## src/rtl/lsu_pkg.sv

```systemverilog
// Shared types and funct3 codes for the load/store unit.
package lsu_pkg;

   typedef enum logic [1:0] {
      ST_IDLE   = 2'd0,
      ST_REQ    = 2'd1,
      ST_WAIT_R = 2'd2,
      ST_DONE   = 2'd3
   } lsu_state_e;

   localparam logic [2:0] F3_B  = 3'b000;
   localparam logic [2:0] F3_H  = 3'b001;
   localparam logic [2:0] F3_W  = 3'b010;
   localparam logic [2:0] F3_BU = 3'b100;
   localparam logic [2:0] F3_HU = 3'b101;

endpackage

```

## src/rtl/lsu_align.sv

```systemverilog
// Byte-lane logic: store strobes and replication, load lane extraction and
// sign/zero extension, and misalignment detection. Purely combinational.
module lsu_align
   import lsu_pkg::*;
(
   input  logic        we_i,
   input  logic [2:0]  funct3_i,
   input  logic [1:0]  addr_lo_i,
   input  logic [31:0] wdata_i,
   input  logic [31:0] rdata_i,
   output logic [3:0]  wstrb_o,
   output logic [31:0] wdata_o,
   output logic [31:0] rdata_o,
   output logic        misaligned_o
);

   logic [31:0] rd_shift;
   logic [7:0]  rd_byte;
   logic [15:0] rd_half;

   assign rd_shift = rdata_i >> {addr_lo_i, 3'b000};
   assign rd_byte  = rd_shift[7:0];
   assign rd_half  = addr_lo_i[1] ? rdata_i[31:16] : rdata_i[15:0];

   // NOTE: every output gets a default first so no path can infer a latch.
   always_comb begin
      wstrb_o      = 4'b1111;
      wdata_o      = wdata_i;
      rdata_o      = rdata_i;
      misaligned_o = 1'b0;
      case (funct3_i)
         F3_B, F3_BU: begin
            wstrb_o = 4'b0001 << addr_lo_i;
            wdata_o = {4{wdata_i[7:0]}};
            rdata_o = funct3_i[2] ? {24'h0, rd_byte} : {{24{rd_byte[7]}}, rd_byte};
         end
         F3_H, F3_HU: begin
            wstrb_o      = 4'b0011 << {addr_lo_i[1], 1'b0};
            wdata_o      = {2{wdata_i[15:0]}};
            rdata_o      = funct3_i[2] ? {16'h0, rd_half} : {{16{rd_half[15]}}, rd_half};
            misaligned_o = addr_lo_i[0];
         end
         // F3_W and the undefined codes all behave as a full word.
         default: misaligned_o = |addr_lo_i;
      endcase
      if (!we_i) wstrb_o = 4'b0000;
   end

endmodule

```

## src/rtl/load_store_unit.sv

```systemverilog
// Multi-cycle load/store unit bridging the execute stage to a valid/ready +
// rvalid data bus. Define MISALIGN_TRAP_EN to skip the bus on misaligned accesses.
module load_store_unit
   import lsu_pkg::*;
(
   input  logic        clock,
   input  logic        reset,
   input  logic        req_i,
   input  logic        we_i,
   input  logic [2:0]  funct3_i,
   input  logic [31:0] addr_i,
   input  logic [31:0] wdata_i,
   output logic [31:0] rdata_o,
   output logic        stall_o,
   output logic        done_o,
   output logic        misaligned_o,
   output logic        bus_valid_o,
   input  logic        bus_ready_i,
   output logic        bus_we_o,
   output logic [31:0] bus_addr_o,
   output logic [3:0]  bus_wstrb_o,
   output logic [31:0] bus_wdata_o,
   input  logic        bus_rvalid_i,
   input  logic [31:0] bus_rdata_i
);

`ifdef MISALIGN_TRAP_EN
   localparam logic TRAP_EN = 1'b1;
`else
   localparam logic TRAP_EN = 1'b0;
`endif

   lsu_state_e  state_q, state_d;
   logic        we_q, we_d;
   logic [2:0]  funct3_q, funct3_d;
   logic [31:0] addr_q, addr_d;
   logic [31:0] wdata_q, wdata_d;
   logic [3:0]  wstrb_q, wstrb_d;
   logic [31:0] rdata_q, rdata_d;
   logic        misaligned_q, misaligned_d;

   logic        in_idle;
   logic [3:0]  al_wstrb;
   logic [31:0] al_wdata;
   logic [31:0] al_rdata;
   logic        al_misaligned;
   logic        trap;

   // One aligner serves both paths: live inputs while IDLE, latched fields afterwards.
   assign in_idle = (state_q == ST_IDLE);

   lsu_align u_align (
      .we_i         (in_idle ? we_i : we_q),
      .funct3_i     (in_idle ? funct3_i : funct3_q),
      .addr_lo_i    (in_idle ? addr_i[1:0] : addr_q[1:0]),
      .wdata_i      (wdata_i),
      .rdata_i      (bus_rdata_i),
      .wstrb_o      (al_wstrb),
      .wdata_o      (al_wdata),
      .rdata_o      (al_rdata),
      .misaligned_o (al_misaligned)
   );

   assign trap = TRAP_EN & al_misaligned;

   always_comb begin
      state_d      = state_q;
      we_d         = we_q;
      funct3_d     = funct3_q;
      addr_d       = addr_q;
      wdata_d      = wdata_q;
      wstrb_d      = wstrb_q;
      rdata_d      = rdata_q;
      misaligned_d = misaligned_q;
      case (state_q)
         ST_IDLE: if (req_i) begin
            we_d         = we_i;
            funct3_d     = funct3_i;
            addr_d       = addr_i;
            wdata_d      = al_wdata;
            wstrb_d      = al_wstrb;
            misaligned_d = trap;
            if (trap) begin
               rdata_d = 32'h0;
               state_d = ST_DONE;
            end else begin
               state_d = ST_REQ;
            end
         end
         ST_REQ: if (bus_ready_i) state_d = we_q ? ST_DONE : ST_WAIT_R;
         ST_WAIT_R: if (bus_rvalid_i) begin
            rdata_d = al_rdata;
            state_d = ST_DONE;
         end
         default: begin
            misaligned_d = 1'b0;
            state_d      = ST_IDLE;
         end
      endcase
   end

   // NOTE: sequential state uses non-blocking assignments only; reset is synchronous.
   always_ff @(posedge clock) begin
      if (reset) begin
         state_q      <= ST_IDLE;
         we_q         <= 1'b0;
         funct3_q     <= 3'b000;
         addr_q       <= 32'h0;
         wdata_q      <= 32'h0;
         wstrb_q      <= 4'b0000;
         rdata_q      <= 32'h0;
         misaligned_q <= 1'b0;
      end else begin
         state_q      <= state_d;
         we_q         <= we_d;
         funct3_q     <= funct3_d;
         addr_q       <= addr_d;
         wdata_q      <= wdata_d;
         wstrb_q      <= wstrb_d;
         rdata_q      <= rdata_d;
         misaligned_q <= misaligned_d;
      end
   end

   assign done_o       = (state_q == ST_DONE);
   assign stall_o      = req_i & (state_q != ST_DONE);
   assign misaligned_o = misaligned_q;
   assign rdata_o      = rdata_q;
   assign bus_valid_o  = (state_q == ST_REQ);
   assign bus_we_o     = we_q;
   assign bus_addr_o   = {addr_q[31:2], 2'b00};
   assign bus_wstrb_o  = wstrb_q;
   assign bus_wdata_o  = wdata_q;

endmodule

```

## config.mk

```make
export PLATFORM = sky130hd
export DESIGN_NAME = load_store_unit
export DESIGN_NICKNAME = d
export VERILOG_FILES = /design/src/rtl/lsu_pkg.sv /design/src/rtl/lsu_align.sv /design/src/rtl/load_store_unit.sv
export SDC_FILE = /design/constraint.sdc
export NUM_CORES = 1
export LEC_CHECK = 0
export ABC_AREA = 1
export CORE_MARGIN = 2
export CORE_UTILIZATION = 44
export CTS_CLUSTER_SIZE = 14
export DETAILED_ROUTE_END_ITERATION = 10
export HOLD_SLACK_MARGIN = 0.1
export PLACE_DENSITY = 0.88
export SYNTH_ARGS = -nofsm -noshare
export SYNTH_HDL_FRONTEND = slang
export SYNTH_SLANG_ARGS = --single-unit
```

## constraint.sdc

```tcl
create_clock -name clock -period 2.4 [get_ports clock]
set_input_delay 0.48 -clock clock [delete_from_list [all_inputs] [get_ports clock]]
set_output_delay 0.48 -clock clock [all_outputs]
set_load 0.02 [all_outputs]
```

==> implementation parameters, run 1 <==
Parameter                              Value

Status
  Outcome    finished, final reports clean

Power
  Cell-internal power    4.884 mW
  Logic gate share of total power    0.536
  Relative contribution of the clock network to total power    0.182
  Seq pwr share    0.283
  LEAKAGE    between 3 and 4 nW
  Largest voltage drop on the vdd net    ~800 uV
  Power per unit of standard cell area    approximately 1100 nW/um2
  Psw    ~3.8 mW
  Switching share of total power    0.4351

Placement
  Routability congestion estimate    about 0.95
  Placed wire-length estimate    approximately 12,000 um
  Placement-stage cell area    7213 um2
  PortBufs    206

Global route
  Grt total ovfl    0
  GRT Util Overall    0.2424
  Largest net degree at the start of global routing    79
  Vias in the first global route    4,991
  Antenna violations before repair    0
  Wire length of the first global-routing pass    25,080 um

Clocking
  Clk Latency, worst-skew pair    approximately 0.34 ns
  CTS buffer count    9
  CTS clk-pin slew, worst paths    0.07 ns
  Post-CTS Repair Setup Buffers    0
  Hold-fix buffers at CTS    0
  Clk sink count    106
  Post-cts resize count    0
  Number of buffers on the longest clock path    2
  Root buffer selected by CTS    sky130_fd_sc_hd__clkbuf_16
  CTS H-tree depth    3
  TritonCTS clock tree    built

Routing
  DR WL/cell    roughly 15 um
  DRC violations left    0
  DRT antenna net count    0
  Aggregate routed wire length    between 15,000 and 20,000 um
  First-pass detailed-route iteration total    6
  Drt initial violations    503
  Via count normalized by instance count    5.137
  Total via count after detailed routing    about 5,400

Final layout
  Relative area change from synthesis to final layout    43.14%
  Final non-filler cell area    approximately 7500 um2
  Total of fill cells in the finished design    991
  Multi-input combinational cell area    around 2400 um2
  FF/Latch Area    about 2100 um2
  Antenna fix cells    0
  Number of nets in the layout    between 1,000 and 1,500
  Share of cells above drive strength 1    0.07002

Die
  Die area    about 13,000 um2
  Number of top-level pins    between 200 and 250
  Chip Width    between 100 and 150 um
  Placeable core region    11,560 um2
  Initial standard-cell utilization of the core    0.4555
  Overall die height    113.4 um
  Number of core rows    39

Timing
  Endpoints failing setup    0
  Max Clock Freq    455.0 MHz
  Share of the cycle needed by the critical path after routing    0.9157
  Minimum clock period after layout    about 2.2 ns
  Unrepaired setup endpoints after global routing    false
  Final setup TNS    0 ns
  Max-slew violation count    0
  Clk_skew    0.008348 ns
  Number of hold-slack violations in the final timing report    0

Critical path
  Worst endpoint required time    roughly 1.9 ns
  Element type at the critical path end    output pin
  Worst setup path class    input port to output pin
  Arrival time worst endpoint    1.72 ns
  Critical Path Fanout Max    3
  Crit start category    input port

Synthesis
  Largest area contributor in the netlist    sky130_fd_sc_hd__dfxtp_1
  Fraction of registers with async set or reset after synthesis    0
  Most frequent cells after synthesis    145 x sky130_fd_sc_hd__nor2_1, 118 x sky130_fd_sc_hd__nand2_1, 106 x sky130_fd_sc_hd__dfxtp_1, 85 x sky130_fd_sc_hd__o21ai_0, 74 x sky130_fd_sc_hd__inv_1
  Fraction of post-synthesis cell area in the top cell type by area    0.4029
  Top cells by area in the synthesized netlist    sky130_fd_sc_hd__dfxtp_1 40%, sky130_fd_sc_hd__nor2_1 10%, sky130_fd_sc_hd__nand2_1 8.4%
  Number of synthesis warnings    0
  Netlist area before placement    5268 um2
  Main synth FF type    sky130_fd_sc_hd__dfxtp_1
  Number of synthesized register bits    106
  Sequential share of the synthesized area    0.4029
  Count of flip-flops with a built-in enable after synthesis    0
  Cell variety after synth    35
  Most numerous cell in the Yosys netlist    sky130_fd_sc_hd__nor2_1
  Average footprint of a synthesized cell    ~7.0 um2
  Number of instances in the synthesized netlist    approximately 750

Min path
  Class of the tightest hold or removal check    register to register

Run
  Max-cap viol count    0
[final cells by class]
class	count	area share
multi-input combinational	490	0.3175
timing repair buffer	220	0.2924
sequential	106	0.2814
inverter	82	0.04198
clock buffer	12	0.03535
tap	143	0.02373
clock inverter	4	0.007634
[path summary, 6_finish.rpt]
check                           start                  endpoint  slack, ns  depth (start not counted)
min          funct3_q[2]$_SDFFE_PP0P_  funct3_q[2]$_SDFFE_PP0P_       0.45                          2
max reg2reg   state_q[0]$_SDFFE_PP0P_  rdata_o[20]$_SDFFE_PP0P_       0.25                         12
min reg2reg  funct3_q[2]$_SDFFE_PP0P_  funct3_q[2]$_SDFFE_PP0P_       0.45                          2
max                             req_i                   stall_o       0.20                          4
[metrics by stage]
stage / hold slack [ns] / power, mW / utilization / cells / setup slack (ns)
CTS: 0.4553 / 8.653 / 0.6517 / 1057 / 0.1088
global placement: 0.4423 / 6.969 / 0.6237 / 1041 / 0.2086
floorplan: 0.4292 / 5.632 / - / 751 / 0.6502
finish: 0.4523 / 8.646 / 0.6520 / 1057 / 0.2023
detailed placement: 0.4443 / 7.054 / 0.6237 / 1041 / 0.1465
global route: 0.4753 / 9.220 / 0.6520 / 1057 / 0.07150
[layer usage]
layer / vias up / global-route usage / share of wire
met5: - / 0 / 0
met4: 0 / 0.1171 / 0.042
met3: 59 / 0.04357 / 0.071
met2: 269 / 0.4012 / 0.48
met1: 2404 / 0.3063 / 0.41
li1: 2698 / - / -
[worst max-delay path, stage by stage]
cell and delay, ns:
sky130_fd_sc_hd__clkdlybuf4s50_1 0.50, sky130_fd_sc_hd__inv_1 0.05, sky130_fd_sc_hd__nor2_1 0.08, sky130_fd_sc_hd__clkdlybuf4s50_1 0.61
[cells in the final DEF (no fill, tap or decap), drive strengths merged]
cell type / synthesis / final
o211ai: 25 / 25
buf: 45 / 14
nand3: 22 / 22
clkinvlp: 0 / 1
nand2: 129 / 129
nor2: 147 / 147
clkinv: 3 / 4
a211oi: 3 / 3
clkdlybuf4s50: 0 / 206
conb: 1 / 3
o221ai: 1 / 1
ha: 4 / 4
a21oi: 33 / 33
nand4: 10 / 10
a31oi: 9 / 9
inv: 79 / 80
bufinv: 0 / 1
dfxtp: 106 / 106
nor3: 5 / 5
o21ai: 99 / 99
clkbuf: 28 / 12
[registers in the layout, summed over array words and instances (netlist names)]
signal	count
funct3_q	3
bus_wdata_o	32
addr_q	32
rdata_o	32
bus_wstrb_o	4
bus_we_o	1
state_q	2
[logic make-up (layout without fill, tap and decap cells)]
| group | after synthesis | in the layout | share of synthesized area |
|---|---|---|---|
| compound gates | 170 | 170 | 0.1876 |
| fa+ha+maj | 4 | 4 | 0.009502 |
| buf+inv | 155 | 318 | 0.1447 |
| flops | 106 | 106 | 0.4029 |
| other cells | 1 | 3 | 0.0007119 |
| simple gates | 313 | 313 | 0.2546 |
[power groups by stage]
stage                     Combinational, mW  Clock (mW)  Sequential [mW]
after floorplan                        2.85           0             2.79
after global placement                 4.50           0             2.46
after detailed placement               4.57           0             2.48
after CTS                              4.60        1.60             2.45
after global routing                   5.04        1.68             2.50
final                                  4.63        1.57             2.45
Note: power is estimated with default switching activity, not from simulation.
==> inputs of run 2 (changes only) <==
--- a/config.mk
+++ b/config.mk
@@ -11,7 +11,8 @@
 export CTS_CLUSTER_SIZE = 14
 export DETAILED_ROUTE_END_ITERATION = 10
 export HOLD_SLACK_MARGIN = 0.1
-export PLACE_DENSITY = 0.88
+export PLACE_DENSITY = 0.89
 export SYNTH_ARGS = -nofsm -noshare
 export SYNTH_HDL_FRONTEND = slang
+export SYNTH_HIERARCHICAL = 1
 export SYNTH_SLANG_ARGS = --single-unit
==> implementation parameters, run 2 <==
Parameter                              Value

Status
  Outcome    finished, final reports clean

Timing
  Minimum clock period after layout    2.227 ns (+0.02967 ns)
  Final worst slack    0.1726 ns (-0.02967 ns)
  Max-slew violation count    0 (unchanged)
  Number of hold-slack violations in the final timing report    0 (unchanged)
  Max Clock Freq    449.0 MHz (-1.3%)
  Final setup TNS    0 ns (unchanged)
  Endpoints failing setup    0 (unchanged)
  Share of the cycle needed by the critical path after routing    0.9281 (+0.01236)
  Unrepaired setup endpoints after global routing    false
  Clk_skew    0.003951 ns (-0.004398 ns)

Power
  Largest voltage drop on the vdd net    823.0 uV (+2.8%)
  Power per unit of standard cell area    1127 nW/um2 (-1.7%)
  LEAKAGE    3.098 nW (-4.7%)

Routing
  Drt initial violations    508 (+0.99%)
  Aggregate routed wire length    15,680 um (-1.0%)
  First-pass detailed-route iteration total    6 (unchanged)
  DRC violations left    0 (unchanged)
  Total via count after detailed routing    5,443 (+0.24%)
  DR WL/cell    14.72 um (-1.8%)
  Via count normalized by instance count    5.111 (-0.51%)
  DRT antenna net count    0 (unchanged)

Clocking
  TritonCTS clock tree    built
  CTS buffer count    9 (unchanged)
  Root buffer selected by CTS    sky130_fd_sc_hd__clkbuf_16
  Clk sink count    106 (unchanged)
  CTS clk-pin slew, worst paths    0.06 ns (about the same)
  Clk Latency, worst-skew pair    0.34 ns (about the same)
  Hold-fix buffers at CTS    0 (unchanged)
  CTS H-tree depth    3 (unchanged)
  Number of buffers on the longest clock path    2 (unchanged)

Die
  Number of core rows    39 (unchanged)
  Chip Width    112.3 um (-1.0%)
  Overall die height    112.3 um (-1.0%)
  Initial standard-cell utilization of the core    0.4518 (-0.003694)
  Number of top-level pins    210 (unchanged)
  Placeable core region    11,420 um2 (-1.3%)
  Die area    12,610 um2 (-2.0%)

Final layout
  Most frequent cells in the layout    206 x sky130_fd_sc_hd__clkdlybuf4s50_1, 203 x sky130_fd_sc_hd__nor2_1, 136 x sky130_fd_sc_hd__nand2_1
  Final non-filler cell area    7388 um2 (-2.0%)
  Antenna fix cells    0 (unchanged)
  Most frequent standard cell in the layout excluding fill and tap cells    sky130_fd_sc_hd__clkdlybuf4s50_1
  Number of nets in the layout    1,031 (+1.3%)
  Share of cells above drive strength 1    0.06508 (-0.004946)
  Relative area change from synthesis to final layout    43.22% (about the same)

Min path
  Hold Startpoint    funct3_q[2]$_SDFFE_PP0P_
  Class of the tightest hold or removal check    register to register

Critical path
  Flop2flop setup slack    0.17 ns (-0.08 ns)
  Crit start category    input port
  Worst reg2reg path startpoint    state_q[0]$_SDFFE_PP0P_
  Element type at the critical path end    output pin
  Worst endpoint required time    1.92 ns (about the same)
  Arrival time worst endpoint    1.75 ns (+0.03 ns)
  Critical Path Fanout Max    2 (-1)
  Launch point of the critical path    req_i
  Worst setup path class    input port to output pin

Run
  Max-cap viol count    0 (unchanged)

Placement
  Placement-stage cell area    7071 um2 (-2.0%)
  Post-placement setup slack    0.04597 ns (-0.1005 ns)
  Routability congestion estimate    0.9327 (-1.7%)
  PortBufs    206 (unchanged)
  Placed wire-length estimate    11,140 um (-4.3%)

Global route
  Antenna violations before repair    0 (unchanged)
  Largest net degree at the start of global routing    107 (+35%)
  Vias in the first global route    5,024 (+0.66%)
  Wire length of the first global-routing pass    24,760 um (-1.3%)
  Grt total ovfl    0 (unchanged)
  GRT Util Overall    0.2404 (-0.001928)

Synthesis
  Number of instances in the synthesized netlist    763 (+1.9%)
  Number of synthesis warnings    6 (+6)
  Average footprint of a synthesized cell    6.761 um2 (-3.9%)
  Netlist area before placement    5159 um2 (-2.1%)
run 2: worst max-delay path, cell delays in order:
cell	delay, ns
sky130_fd_sc_hd__clkdlybuf4s50_1	0.50
sky130_fd_sc_hd__inv_1	0.07
sky130_fd_sc_hd__nor2_1	0.09
sky130_fd_sc_hd__clkdlybuf4s50_1	0.61
run 2: per-stage QoR:
stage                     instances  utilization  power, mW  hold slack, ns
final                          1065       0.6471      8.330          0.4564
after global routing           1065       0.6471      8.877          0.4849
after CTS                      1063       0.6448      8.271          0.4552
after detailed placement       1050       0.6192      6.779          0.4453
after global placement         1050       0.6192      6.695          0.4350
after floorplan                 765            -      5.245          0.4238
run 2: path summary, 6_finish.rpt:
| path | depth (start not counted) | to |
|---|---|---|
| min | 2 | funct3_q[2]$_SDFFE_PP0P_ |
| max reg2reg | 15 | rdata_o[15]$_SDFFE_PP0P_ |
| max | 4 | stall_o |
| min reg2reg | 2 | funct3_q[2]$_SDFFE_PP0P_ |
run 2: power by group:
part	total, mW	switching [mW]	internal (mW)
logic	4.37	2.54	1.83
clock network	1.47	0.621	0.851
registers	2.49	0.248	2.24
run 2: area by class of cell:
type | count | area, um2
fill | 1013 | 4030
multi-input combinational | 544 | 2395
timing repair buffer | 232 | 2298
sequential | 106 | 2123
clock buffer | 11 | 252.7
tap | 143 | 178.9
inverter | 27 | 101.3
clock inverter | 2 | 38.79
run 2: timing repair:
item | CTS | global route
resized for setup | 0 | 9
setup buffers | 0 | 2
endpoints found under the setup margin | 0 | 37
run 2: layer usage:
metal / up-vias / global-route usage / part of all wire
met3: 53 / 0.05184 / 0.084
met1: 2408 / 0.3067 / 0.42
met4: 0 / 0.1138 / 0.036
met2: 280 / 0.3892 / 0.46
li1: 2702 / - / -
met5: - / 0 / 0
